$ cat config.mk
export PLATFORM = sky130hd
export DESIGN_NAME = dmem_dual_port_arbiter
export DESIGN_NICKNAME = d
export VERILOG_FILES = /design/src/rtl/dmem_dual_port_arbiter.sv
export SDC_FILE = /design/constraint.sdc
export NUM_CORES = 1
export LEC_CHECK = 0
export BUFFER_PORTS_ARGS = -buffer_cell sky130_fd_sc_hd__buf_2
export CORE_MARGIN = 2
export CORE_UTILIZATION = 32
export CTS_CLUSTER_SIZE = 16
export DETAILED_ROUTE_END_ITERATION = 16
export HOLD_SLACK_MARGIN = 0.12
export PLACE_DENSITY = 0.59
export SYNTH_ARGS = -nofsm -noshare
export SYNTH_HDL_FRONTEND = slang
export SYNTH_SLANG_ARGS = --single-unit
$ cat constraint.sdc
create_clock -name clock -period 1.8 [get_ports clock]
set_input_delay 0.27 -clock clock [delete_from_list [all_inputs] [get_ports clock]]
set_output_delay 0.27 -clock clock [all_outputs]
set_load 0.1 [all_outputs]
$ cat src/rtl/dmem_dual_port_arbiter.sv
// Serializes up to two per-bundle data memory requests onto the single dmem port.
// A dual bundle stalls the core for one cycle while slot 2 replays from hold registers.
module dmem_dual_port_arbiter #(
  parameter int ADDR_WIDTH = 12,
  parameter int DATA_WIDTH = 32,
  parameter int CNT_WIDTH  = 16
) (
  input  logic                  clock,
  input  logic                  reset,
  input  logic                  req_1,
  input  logic                  req_2,
  input  logic                  wren_1,
  input  logic                  wren_2,
  input  logic [ADDR_WIDTH-1:0] addr_1,
  input  logic [ADDR_WIDTH-1:0] addr_2,
  input  logic [DATA_WIDTH-1:0] wdata_1,
  input  logic [DATA_WIDTH-1:0] wdata_2,
  output logic                  stall,
  output logic [DATA_WIDTH-1:0] rdata_1,
  output logic [DATA_WIDTH-1:0] rdata_2,
  output logic                  rvalid_1,
  output logic                  rvalid_2,
  output logic [CNT_WIDTH-1:0]  conflict_count,
  output logic [ADDR_WIDTH-1:0] address_dmem,
  output logic [DATA_WIDTH-1:0] data,
  output logic                  wren,
  input  logic [DATA_WIDTH-1:0] q_dmem
);

  // state  | meaning
  // IDLE   | accepting bundles; drives slot 1, else slot 2, else nothing
  // SECOND | replaying held slot-2 access; slot inputs ignored
  typedef enum logic {IDLE, SECOND} state_t;

  state_t                state, state_next;
  logic [ADDR_WIDTH-1:0] hold_addr;
  logic [DATA_WIDTH-1:0] hold_wdata;
  logic                  hold_wren;
  logic                  capture;
  logic                  load_1;
  logic                  load_2;

  always_ff @(posedge clock) begin
    if (reset) begin
      state          <= IDLE;
      hold_addr      <= '0;
      hold_wdata     <= '0;
      hold_wren      <= 1'b0;
      rdata_1        <= '0;
      rdata_2        <= '0;
      rvalid_1       <= 1'b0;
      rvalid_2       <= 1'b0;
      conflict_count <= '0;
    end else begin
      state    <= state_next;
      rvalid_1 <= load_1;
      rvalid_2 <= load_2;
      if (load_1) rdata_1 <= q_dmem;
      if (load_2) rdata_2 <= q_dmem;
      if (capture) begin
        hold_addr  <= addr_2;
        hold_wdata <= wdata_2;
        hold_wren  <= wren_2;
        if (conflict_count != {CNT_WIDTH{1'b1}})
          conflict_count <= conflict_count + CNT_WIDTH'(1);
      end
    end
  end

  always_comb begin
    state_next   = state;
    address_dmem = '0;
    data         = '0;
    wren         = 1'b0;
    stall        = 1'b0;
    capture      = 1'b0;
    load_1       = 1'b0;
    load_2       = 1'b0;
    case (state)
      IDLE: begin
        if (req_1) begin
          address_dmem = addr_1;
          data         = wdata_1;
          wren         = wren_1;
          load_1       = !wren_1;
          if (req_2) begin
            stall      = 1'b1;
            capture    = 1'b1;
            state_next = SECOND;
          end
        end else if (req_2) begin
          address_dmem = addr_2;
          data         = wdata_2;
          wren         = wren_2;
          load_2       = !wren_2;
        end
      end
      SECOND: begin
        address_dmem = hold_addr;
        data         = hold_wdata;
        wren         = hold_wren;
        load_2       = !hold_wren;
        state_next   = IDLE;
      end
      default: state_next = IDLE;
    endcase
    // Reset must never let a store through, even from a held slot-2 access.
    if (reset) begin
      wren  = 1'b0;
      stall = 1'b0;
    end
  end

endmodule

==> report_table.html <==
<table>
<tr><th>Metric</th><th>Value</th></tr>
<tr><th colspan="2">Drt</th></tr>
<tr><td>WL final</td><td>approximately 22000 um</td></tr>
<tr><td>DR vias/cell</td><td>between 4 and 5</td></tr>
<tr><td>Drt initial violations</td><td>297</td></tr>
<tr><td>Total vias in the final route</td><td>6788</td></tr>
<tr><td>Number of DRC violations after detailed routing</td><td>0</td></tr>
<tr><td>Antenna-violating nets left</td><td>0</td></tr>
<tr><td>Wire length per cell</td><td>15.7 um</td></tr>
<tr><td>Router iterations before antenna repair</td><td>4</td></tr>
<tr><th colspan="2">Final layout</th></tr>
<tr><td>Sequential Area</td><td>0.00263 mm2</td></tr>
<tr><td>Layout-stage area growth over the synthesis result</td><td>84.0%</td></tr>
<tr><td>Final Non-Filler Cells</td><td>1389</td></tr>
<tr><td># nets final</td><td>around 1300</td></tr>
<tr><td>Share of final-layout standard cells stronger than drive strength 1</td><td>approximately two fifths</td></tr>
<tr><td>Total area of multi-input combinational cells</td><td>between 0.003 and 0.004 mm2</td></tr>
<tr><td>Commonest cells after routing, fill and taps aside</td><td>sky130_fd_sc_hd__nand2_1, sky130_fd_sc_hd__buf_2, sky130_fd_sc_hd__a21oi_1</td></tr>
<tr><td>Most common cell after layout, fill and taps aside</td><td>sky130_fd_sc_hd__nand2_1</td></tr>
<tr><td>Filler cell count in the final layout</td><td>1528</td></tr>
<tr><th colspan="2">Synthesis</th></tr>
<tr><td>Share of the yosys chip area belonging to registers</td><td>45.3%</td></tr>
<tr><td>Synthesis Warnings</td><td>0</td></tr>
<tr><td>Syn Inst Count</td><td>830</td></tr>
<tr><td>Flops &amp; latches, synth</td><td>roughly 130</td></tr>
<tr><td>Yosys top cell area share</td><td>45.3%</td></tr>
<tr><td>Mean Syn Cell Area</td><td>6.82 um2</td></tr>
<tr><td>Post-synth cell types</td><td>29</td></tr>
<tr><td>Top_reg_cell synth</td><td>sky130_fd_sc_hd__dfxtp_1</td></tr>
<tr><td>Leading post-synthesis cells by cell area</td><td>sky130_fd_sc_hd__dfxtp_1, sky130_fd_sc_hd__nand2_1, sky130_fd_sc_hd__a21oi_1, sky130_fd_sc_hd__o21ai_0, sky130_fd_sc_hd__clkbuf_1</td></tr>
<tr><td>Net count of the mapped netlist</td><td>957</td></tr>
<tr><td>Number of enable flip-flop cells after synthesis</td><td>0</td></tr>
<tr><td>Yosys top cell by area</td><td>sky130_fd_sc_hd__dfxtp_1</td></tr>
<tr><td>Synth Cell Area</td><td>about 0.0057 mm2</td></tr>
<tr><td>Post-synthesis async set-or-reset flop share</td><td>0%</td></tr>
<tr><th colspan="2">Global route</th></tr>
<tr><td>Antenna violations before repair</td><td>2</td></tr>
<tr><td>First-pass GRT wire length</td><td>32500 um</td></tr>
<tr><td>Vias in the first global route</td><td>6367</td></tr>
<tr><td>Largest net degree at the start of global routing</td><td>63</td></tr>
<tr><td>GRT overflow</td><td>0</td></tr>
<tr><td>Total routing resource utilization after global routing</td><td>21.9%</td></tr>
<tr><th colspan="2">Power</th></tr>
<tr><td>Power per unit of standard cell area</td><td>879 mW/mm2</td></tr>
<tr><td>LEAKAGE</td><td>4.31 nW</td></tr>
<tr><td>Peak supply drop</td><td>0.603 mV</td></tr>
<tr><th colspan="2">Hold path</th></tr>
<tr><td>Min-delay src</td><td>wdata_2[11]</td></tr>
<tr><td>Hold Crit Class</td><td>input pin to register</td></tr>
<tr><td>Hold path depth</td><td>3</td></tr>
<tr><th colspan="2">Floorplan</th></tr>
<tr><td>Number of rows in the core area</td><td>48</td></tr>
<tr><td>Die height</td><td>roughly 140 um</td></tr>
<tr><td>I/O pin total</td><td>254</td></tr>
<tr><td>Starting Density</td><td>32.7%</td></tr>
<tr><td>Placeable core region</td><td>0.0173 mm2</td></tr>
<tr><td>Horizontal die dimension</td><td>137 um</td></tr>
<tr><td>Area of the die</td><td>0.0188 mm2</td></tr>
<tr><th colspan="2">Timing</th></tr>
<tr><td>Setup clock skew after layout</td><td>between 8 and 9 ps</td></tr>
<tr><td>Setup Total Neg Slack</td><td>-13.3 ps</td></tr>
<tr><td>Least-Margin Pin Slew</td><td>509 ps</td></tr>
<tr><td>Final period util</td><td>101%</td></tr>
<tr><td>Peak clock frequency supported by timing</td><td>between 500 and 600 MHz</td></tr>
<tr><td>Number of slew-limit violations in the final report</td><td>0</td></tr>
<tr><td>Min Tclk post-route</td><td>1810 ps</td></tr>
<tr><td>Slew headroom</td><td>66.3%</td></tr>
<tr><td>Setup violators final</td><td>2</td></tr>
<tr><td>Setup repair after global routing missed its margin</td><td>true</td></tr>
<tr><td>Final number of hold-violating endpoints</td><td>0</td></tr>
<tr><td>Final setup margin</td><td>-12.1 ps</td></tr>
<tr><th colspan="2">Critical path</th></tr>
<tr><td>Number of cell instances on the worst register-to-register path</td><td>4</td></tr>
<tr><td>Nature of the critical path endpoint</td><td>output port</td></tr>
<tr><td>Maximum net fanout on the critical path</td><td>2</td></tr>
<tr><td>Data required time of the critical path</td><td>1530 ps</td></tr>
<tr><td>Startpoint of the lowest-slack register-to-register path</td><td>state$_SDFF_PP0_</td></tr>
<tr><td>First element of the critical path</td><td>wdata_2[21]</td></tr>
<tr><td>Critical Setup Path Class</td><td>input pin to output port</td></tr>
<tr><td>Kind of start point of the critical path</td><td>input pin</td></tr>
<tr><td>Crit path DAT</td><td>1540 ps</td></tr>
<tr><th colspan="2">Place</th></tr>
<tr><td>GP Congestion</td><td>0.780</td></tr>
<tr><td>Placed instance count</td><td>1269</td></tr>
<tr><td>Number of buffers added on ports</td><td>between 200 and 300</td></tr>
<tr><td>Post-detail-place hpwl</td><td>roughly 13000 um</td></tr>
<tr><th colspan="2">Clock tree</th></tr>
<tr><td>CTS max path bufs</td><td>2</td></tr>
<tr><td>CTS tree</td><td>built</td></tr>
<tr><td>Count of H-tree levels built during CTS</td><td>4</td></tr>
<tr><td>Clock transition time at the flip-flop clock pins of the worst setup and hold paths</td><td>roughly 50 ps</td></tr>
<tr><td>Number of sinks on the clock net</td><td>128</td></tr>
<tr><td>Number of clock buffers inserted by TritonCTS</td><td>17</td></tr>
<tr><td>CTS Root Cell</td><td>sky130_fd_sc_hd__clkbuf_16</td></tr>
<tr><td>Clk_lat worst skew</td><td>slightly above 400 ps</td></tr>
<tr><th colspan="2">Status</th></tr>
<tr><td>Result of the run</td><td>finished, violations left</td></tr>
<tr><td>Violations in the final reports</td><td>setup timing</td></tr>
<tr><th colspan="2">Flow run</th></tr>
<tr><td>Number of max-cap violations</td><td>0</td></tr>
</table>
==> per-stage QoR <==
step / cell area, um2 / setup slack, ps / utilization (%) / total power, mW / hold slack (ps)
2_1_floorplan: 6300 / -208 / - / 4.80 / 406
3_3_place_gp: 8520 / 16.5 / 49.3 / 5.59 / 436
3_5_place_dp: 8520 / -14.9 / 49.3 / 5.60 / 442
4_1_cts: 10100 / -68.4 / 58.2 / 9.14 / 123
5_1_grt: 10400 / -44.5 / 60.2 / 9.47 / 134
6_report: 10400 / -12.1 / 60.2 / 9.16 / 136
==> area by class of cell <==
class                   instances  area share, %
multi-input cells             633           34.2
repair buffers                368           32.2
flip-flops and latches        128           25.2
clock buffers                  23           4.79
well taps                     225           2.70
clock inverters                 8          0.769
inverters                       3          0.108
diodes                          1         0.0240
==> power breakdown <==
group | total (mW) | internal [mW] | switching (mW)
registers | 3.00 | 2.93 | 0.0650
logic | 2.82 | 0.929 | 1.89
clock network | 3.34 | 2.08 | 1.26
==> layer usage <==
metal	vias up	part of all wire, %	global-route usage (%)
met2	237	49	37.6
met5	-	0	0
met3	21	7.4	6.59
li1	3399	-	-
met4	0	1.3	6.19
met1	3131	43	26.3
==> state kept, by name, indices dropped and copies added, names as in the netlist <==
name	flops
rdata_1	32
rdata_2	32
hold_wren	1
rvalid_2	1
hold_addr	12
state	1
conflict_count	16
hold_wdata	32
rvalid_1	1
==> what timing repair did <==
item / CTS / global route
gates cloned: 5 / 6
resized for setup: 20 / 60
pin swaps: 1 / 5
endpoints found under the setup margin: 46 / 54
hold endpoints to repair: 101 / 0
hold buffers: 74 / 0
buffers inserted: 0 / 3
==> critical path, stage by stage <==
cell	delay, ps
sky130_fd_sc_hd__dlygate4sd3_1	560
sky130_fd_sc_hd__buf_2	130
sky130_fd_sc_hd__nand2_1	60
sky130_fd_sc_hd__nor2_2	90
sky130_fd_sc_hd__a21oi_2	50
sky130_fd_sc_hd__o21ai_4	190
sky130_fd_sc_hd__buf_12	190
==> final timing paths <==
kind | endpoint | slack, ps
max | data[21] | -10
min | hold_wdata[11]$_SDFFE_PP0P_ | 140
max reg2reg | conflict_count[15]$_SDFFE_PP0P_ | 70
min reg2reg | rdata_2[3]$_SDFFE_PP0P_ | 450
==> synth_stat cells, drive strengths merged, types with 3 or more instances <==
master,n
or3,5
clkbuf,58
inv,3
nor3,3
nand4,3
nor2,52
and4,4
nand2,314
nand3,4
dfxtp,128
o21ai,48
o31ai,8
a21oi,166
or4,8
a211oi,3
buf,8
==> logic make-up (layout without fill, tap and decap cells) <==
kind of cell / count (synthesis) / count (layout) / share of synthesized area, %
compound gates: 227 / 227 / 20.7
fa+ha+maj: 1 / 1 / 0.221
buf+inv: 69 / 402 / 4.60
flops: 128 / 128 / 45.3
mux: 1 / 1 / 0.199
other cells: 0 / 1 / 0
simple gates: 404 / 404 / 29.0
Note: power is estimated with default switching activity, not from simulation.
